$ cat config.mk
export PLATFORM = sky130hd
export DESIGN_NAME = aggr_cdma_scheduler
export DESIGN_NICKNAME = d
export VERILOG_FILES = /design/src/rtl/aggr_cdma_scheduler.sv
export SDC_FILE = /design/constraint.sdc
export NUM_CORES = 1
export LEC_CHECK = 0
export ABC_CLOCK_PERIOD_IN_PS = 3800
export CORE_MARGIN = 4
export CORE_UTILIZATION = 51
export CTS_CLUSTER_DIAMETER = 40
export DETAILED_ROUTE_END_ITERATION = 12
export PLACE_DENSITY = 0.83
export SYNTH_ARGS = -nofsm -noshare
export SYNTH_HDL_FRONTEND = slang
export SYNTH_SLANG_ARGS = --single-unit
$ cat constraint.sdc
create_clock -name clk -period 3.8 [get_ports clk]
set_input_delay 0.38 -clock clk [delete_from_list [all_inputs] [get_ports clk]]
set_output_delay 0.38 -clock clk [all_outputs]
set_load 0.02 [all_outputs]
$ cat src/rtl/aggr_cdma_scheduler.sv
// Frame scheduler for a CDMA aggregation datapath.
// Admits requesting ports at frame boundaries, sequences the spreading
// chips of each frame, and tracks when the adder-tree sum of each chip
// emerges from the pipelined tree.
//
// Handshake: a port raises req_i and holds it until it sees its grant_o
// bit; grant_o is a one-cycle pulse coinciding with frame_start_o, and
// req_i is only sampled at a frame boundary, so a request raised mid-frame
// waits for the next boundary.
module aggr_cdma_scheduler #(
    parameter int NUM_PORTS       = 8,
    parameter int CDMA_CODE_WIDTH = 8,
    parameter int ADDER_LATENCY   = 3
) (
    input  logic                              clk,
    input  logic                              rst_n,
    input  logic                              enable_i,
    input  logic [NUM_PORTS-1:0]              req_i,
    output logic [NUM_PORTS-1:0]              grant_o,
    output logic [NUM_PORTS-1:0]              active_mask_o,
    output logic [$clog2(CDMA_CODE_WIDTH)-1:0] chip_idx_o,
    output logic                              chip_valid_o,
    output logic                              frame_start_o,
    output logic                              chip_last_o,
    output logic                              sum_valid_o,
    output logic                              sum_last_o,
    output logic                              busy_o,
    output logic [1:0]                        state_o
);

    localparam int CHIP_W  = $clog2(CDMA_CODE_WIDTH);
    localparam int DRAIN_W = $clog2(ADDER_LATENCY + 1);

    typedef enum logic [1:0] {
        S_IDLE  = 2'd0,
        S_RUN   = 2'd1,
        S_DRAIN = 2'd2
    } state_t;

    state_t                 state_q;
    logic [NUM_PORTS-1:0]   grant_q;
    logic [NUM_PORTS-1:0]   mask_q;
    logic [CHIP_W-1:0]      chip_idx_q;
    logic                   chip_valid_q;
    logic                   frame_start_q;
    logic                   chip_last_q;
    logic                   busy_q;
    logic [DRAIN_W-1:0]     drain_cnt_q;
    logic [ADDER_LATENCY-1:0] sv_pipe_q, sv_pipe_d;
    logic [ADDER_LATENCY-1:0] sl_pipe_q, sl_pipe_d;

    logic start_ok;
    assign start_ok = enable_i && (|req_i);

    // Frame sequencer: admission, chip counting, drain of the adder tree.
    always_ff @(posedge clk or negedge rst_n) begin
        if (!rst_n) begin
            state_q       <= S_IDLE;
            grant_q       <= '0;
            mask_q        <= '0;
            chip_idx_q    <= '0;
            chip_valid_q  <= 1'b0;
            frame_start_q <= 1'b0;
            chip_last_q   <= 1'b0;
            busy_q        <= 1'b0;
            drain_cnt_q   <= '0;
        end else begin
            grant_q       <= '0;
            frame_start_q <= 1'b0;
            case (state_q)
                S_IDLE: begin
                    if (start_ok) begin
                        state_q       <= S_RUN;
                        busy_q        <= 1'b1;
                        grant_q       <= req_i;
                        mask_q        <= req_i;
                        chip_idx_q    <= '0;
                        chip_valid_q  <= 1'b1;
                        frame_start_q <= 1'b1;
                        chip_last_q   <= 1'b0;
                    end
                end
                S_RUN: begin
                    if (chip_last_q) begin
                        if (start_ok) begin
                            // Next frame follows with no bubble.
                            grant_q       <= req_i;
                            mask_q        <= req_i;
                            chip_idx_q    <= '0;
                            frame_start_q <= 1'b1;
                            chip_last_q   <= 1'b0;
                        end else begin
                            state_q      <= S_DRAIN;
                            mask_q       <= '0;
                            chip_idx_q   <= '0;
                            chip_valid_q <= 1'b0;
                            chip_last_q  <= 1'b0;
                            drain_cnt_q  <= '0;
                        end
                    end else begin
                        chip_idx_q  <= chip_idx_q + 1'b1;
                        chip_last_q <= (chip_idx_q == CHIP_W'(CDMA_CODE_WIDTH - 2));
                    end
                end
                S_DRAIN: begin
                    // Wait out the adder-tree latency before going idle.
                    if (drain_cnt_q == DRAIN_W'(ADDER_LATENCY - 1)) begin
                        state_q <= S_IDLE;
                        busy_q  <= 1'b0;
                    end else begin
                        drain_cnt_q <= drain_cnt_q + 1'b1;
                    end
                end
                default: begin
                    state_q <= S_IDLE;
                    busy_q  <= 1'b0;
                end
            endcase
        end
    end

    // Next value of the sum delay lines: shift in this cycle's chip flags.
    always_comb begin
        sv_pipe_d    = '0;
        sl_pipe_d    = '0;
        sv_pipe_d[0] = chip_valid_q;
        sl_pipe_d[0] = chip_last_q;
        for (int i = 1; i < ADDER_LATENCY; i++) begin
            sv_pipe_d[i] = sv_pipe_q[i-1];
            sl_pipe_d[i] = sl_pipe_q[i-1];
        end
    end

    // Delay lines mirroring the adder-tree depth, independent of the FSM.
    always_ff @(posedge clk or negedge rst_n) begin
        if (!rst_n) begin
            sv_pipe_q <= '0;
            sl_pipe_q <= '0;
        end else begin
            sv_pipe_q <= sv_pipe_d;
            sl_pipe_q <= sl_pipe_d;
        end
    end

    assign grant_o       = grant_q;
    assign active_mask_o = mask_q;
    assign chip_idx_o    = chip_idx_q;
    assign chip_valid_o  = chip_valid_q;
    assign frame_start_o = frame_start_q;
    assign chip_last_o   = chip_last_q;
    assign sum_valid_o   = sv_pipe_q[ADDER_LATENCY-1];
    assign sum_last_o    = sl_pipe_q[ADDER_LATENCY-1];
    assign busy_o        = busy_q;
    assign state_o       = state_q;

endmodule

==> impl_metrics.prom <==
# TYPE chip_impl_metric gauge
chip_impl_metric{name="timing.final.hold_violations",unit=""} 0
chip_impl_metric{name="number_of_global_route_vias_before_repair",unit=""} 1074
chip_impl_metric{name="worst_path_largest_cell_delay",unit="ns"} 0.71
chip_impl_metric{name="drt-wirelength-per-cell",unit="um"} 16.28
chip_impl_metric{name="synth_sequential_area_ratio",unit=""} 0.5627
chip_impl_metric{name="fin_total_pwr",unit="mW"} 1.330
chip_impl_metric{name="final.setup.tns",unit="ns"} 0
chip_impl_info{name="clock_tree.root_cell",value="clkbuf_4"} 1
chip_impl_info{name="endpoint",value="state_o[1]"} 1
chip_impl_metric{name="cp_num_cells",unit=""} 1
chip_impl_metric{name="layout.cell_area.non_filler",unit="sq um"} 1892
chip_impl_info{name="yosys_most_used_dff",value="dfrtp_1"} 1
chip_impl_metric{name="global_route.usage.total",unit=""} 0.1854
chip_impl_metric{name="layout.nets",unit=""} 179
chip_impl_info{name="layout.cells.most_common",value="clkdlybuf4s50_1"} 1
chip_impl_metric{name="dr.pass1.iters",unit=""} 7
chip_impl_metric{name="critical_path_buf_inv_count",unit=""} 1
chip_impl_metric{name="gr-total-overflow",unit=""} 0
chip_impl_metric{name="cts-resized-gates",unit=""} 0
chip_impl_metric{name="ctsHoldBuffers",unit=""} 0
chip_impl_metric{name="routed_wl",unit="um"} 3175
chip_impl_metric{name="cts_post_setup_buffers_inserted",unit=""} 0
chip_impl_metric{name="ioPinCount",unit=""} 38
chip_impl_info{name="cp_slowest_cell",value="clkdlybuf4s50_1"} 1
chip_impl_metric{name="worstPathArrival",unit="ns"} 1.72
chip_impl_metric{name="required",unit="ns"} 3.42
chip_impl_info{name="layout_common_cells",value="37 x clkdlybuf4s50_1, 33 x dfrtp_1, 19 x inv_1"} 1
chip_impl_metric{name="synth_fp_nets",unit=""} 141
chip_impl_metric{name="hold_depth",unit=""} 0
chip_impl_info{name="startpoint_type",value="register"} 1
chip_impl_info{name="end_kind",value="output pin"} 1
chip_impl_metric{name="design.core.area",unit="sq um"} 2758
chip_impl_metric{name="cp_max_fo",unit=""} 18
chip_impl_metric{name="route.antenna.remaining_nets",unit=""} 0
chip_impl_metric{name="dpl.hpwl",unit="um"} 2290
chip_impl_metric{name="fmax",unit="MHz"} 475.5
chip_impl_metric{name="power.leakage",unit="nW"} 0.8592
chip_impl_info{name="worstPathCellList",value="clkdlybuf4s50_1"} 1
chip_impl_metric{name="final-setup-viol-count",unit=""} 0
chip_impl_info{name="critical_path.top_delay_family",value="buffers and inverters"} 1
chip_impl_metric{name="min_period_over_period",unit=""} 0.5535
chip_impl_metric{name="number_of_synthesized_register_bits",unit=""} 33
chip_impl_metric{name="area_growth",unit="%"} 28.90
chip_impl_metric{name="drt_iter0_markers",unit=""} 88
chip_impl_metric{name="clock_insertion_delay_worst_skew",unit="ns"} 0.33
chip_impl_info{name="worst_r2r_endpoint",value="active_mask_o[1]"} 1
chip_impl_metric{name="final_critical_path_setup_slack",unit="ns"} 1.697
chip_impl_metric{name="synthesis.area_per_instance",unit="sq um"} 11.56
chip_impl_metric{name="clkTransAtPathRegs",unit="ns"} 0.09
chip_impl_metric{name="dieArea",unit="sq um"} 3800
chip_impl_metric{name="vias_per_cell",unit=""} 5.877
chip_impl_metric{name="hold_ws",unit="ns"} 0.3519
chip_impl_info{name="grt_setup_unrepaired",value="no"} 1
chip_impl_metric{name="fin_crit",unit="ns"} 2.103
chip_impl_metric{name="tightestPinTransition",unit="ns"} 0.7078
chip_impl_metric{name="syn-instance-count",unit=""} 127
chip_impl_metric{name="grt_start_max_net_pins",unit=""} 34
chip_impl_info{name="synthTopCellsByArea",value="dfrtp_1 56%, inv_1 4.9%, a22oi_1 4.1%"} 1
chip_impl_metric{name="grt_first_pass_wirelength",unit="um"} 4974
chip_impl_metric{name="syn_area",unit="sq um"} 1468
chip_impl_metric{name="drv_slew",unit=""} 0
chip_impl_metric{name="cts_htree_levels",unit=""} 2
chip_impl_metric{name="netlist.area_leader.share",unit=""} 0.5627
chip_impl_metric{name="synth_edf_count",unit=""} 0
chip_impl_metric{name="timing.max_cap.violations",unit=""} 0
chip_impl_metric{name="clk_path_buf_depth",unit=""} 2
chip_impl_metric{name="ys_warn_count",unit=""} 0
chip_impl_metric{name="pre_cts_ws",unit="ns"} 1.527
chip_impl_metric{name="synthDistinctLibCells",unit=""} 31
chip_impl_metric{name="die_h",unit="um"} 61.65
chip_impl_metric{name="number_of_antenna_violations_at_the_first_check_in_global_routing",unit=""} 0
chip_impl_metric{name="start_util",unit=""} 0.5322
chip_impl_info{name="crit_path_start",value="state_o[1]"} 1
chip_impl_info{name="yosysTopAreaCell",value="dfrtp_1"} 1
chip_impl_metric{name="core.rowCount",unit=""} 19
chip_impl_metric{name="powerDensity",unit="nW/um^2"} 703.2
chip_impl_metric{name="r2r_setup_slack",unit="ns"} 1.92
chip_impl_info{name="min-delay-path-class",value="register to register"} 1
chip_impl_info{name="tritoncts",value="yes"} 1
chip_impl_info{name="status",value="completed"} 1
chip_impl_metric{name="gp_congestion",unit=""} 0.8546
chip_impl_metric{name="dieWidth",unit="um"} 61.65
chip_impl_metric{name="rr_worst_depth",unit=""} 3
chip_impl_metric{name="antenna_cells",unit=""} 0
chip_impl_metric{name="final.setup_skew",unit="ns"} 0.009890
chip_impl_metric{name="drc_violations",unit=""} 0
chip_impl_metric{name="clock_sinks",unit=""} 33
chip_impl_metric{name="ratio_of_cells_with_drive_above_1_in_the_final_layout",unit=""} 0.09756
chip_impl_metric{name="via_count",unit=""} 1146
chip_impl_info{name="rr_startpoint",value="state_o[0]"} 1
chip_impl_metric{name="synth_async_sr_flop_share",unit=""} 1.000
chip_impl_metric{name="io_buffers",unit=""} 37
chip_impl_metric{name="numCtsBuffers",unit=""} 5
chip_impl_info{name="path_class",value="register to output pin"} 1
chip_impl_metric{name="maxSlewHeadroom",unit=""} 0.5281
chip_impl_metric{name="placed_area",unit="sq um"} 1849
chip_impl_metric{name="irDropWorstVdd",unit="mV"} 0.5174
[state kept, by name, indices dropped and copies added, names as in the netlist]
signal / cells
sl_pipe_q: 3
active_mask_o: 8
state_o: 2
chip_valid_o: 1
chip_last_o: 1
grant_o: 8
sv_pipe_q: 3
frame_start_o: 1
drain_cnt_q: 2
busy_o: 1
chip_idx_o: 3
[per-stage QoR]
step	utilization	cells
after global routing	0.6860	195
after global placement	0.6706	189
after detailed placement	0.6706	189
after CTS	0.6860	195
after floorplan	-	127
final	0.6860	195
[cell type report]
class                   instances  area, sq um
clock buffers                   5        37.54
clock inverters                 1        5.005
fillers                       222        865.8
inverters                      20        75.07
multi-input cells              67        531.8
flip-flops and latches         33        825.8
well taps                      31        38.79
repair buffers                 38        377.9
[per-layer routing]
layer	up-vias	share of wire	GRT usage
met1	563	0.40	0.2274
met4	0	0.031	0.1000
met5	-	0	0
li1	521	-	-
met2	53	0.50	0.2840
met3	9	0.070	0.06709
[Yosys cell counts, types with 2 or more instances]
cell,n
a22oi_1,8
a221o_1,2
nand3_1,8
a221oi_1,6
a221oi_2,2
nand2_1,4
buf_2,4
dfrtp_1,33
nor2_1,4
ha_1,3
nor4_4,2
nor2b_1,2
a21o_2,2
nand2b_1,4
inv_1,19
mux2i_1,2
a21oi_1,6
o221ai_1,2
nor3_1,2
[kinds of logic after synthesis]
group / Yosys count / share of synthesized area
AND/OR/NAND/NOR: 30 / 0.1347
buffers and inverters: 27 / 0.07502
AO/OA/AOI/OAI: 31 / 0.1824
multiplexers: 2 / 0.01364
XOR/XNOR: 1 / 0.005969
flip-flops: 33 / 0.5627
adder cells (fa/ha/maj): 3 / 0.02558
[worst min-delay path by stage]
stage                  endpoint  slack [ns]         start
2_1_floorplan  active_mask_o[0]        0.08         rst_n
3_5_place_dp       sl_pipe_q[2]        0.34  sl_pipe_q[1]
4_1_cts            sl_pipe_q[2]        0.36  sl_pipe_q[1]
3_3_place_gp       sv_pipe_q[2]        0.33  sv_pipe_q[1]
6_report           sl_pipe_q[2]        0.35  sl_pipe_q[1]
5_1_grt            sv_pipe_q[1]        0.36  sv_pipe_q[0]
[power by group]
| group | switching [mW] | internal [mW] |
|---|---|---|
| registers | 0.0997 | 0.458 |
| logic | 0.328 | 0.272 |
| clock network | 0.108 | 0.0640 |
Note: power is estimated with default switching activity, not from simulation.
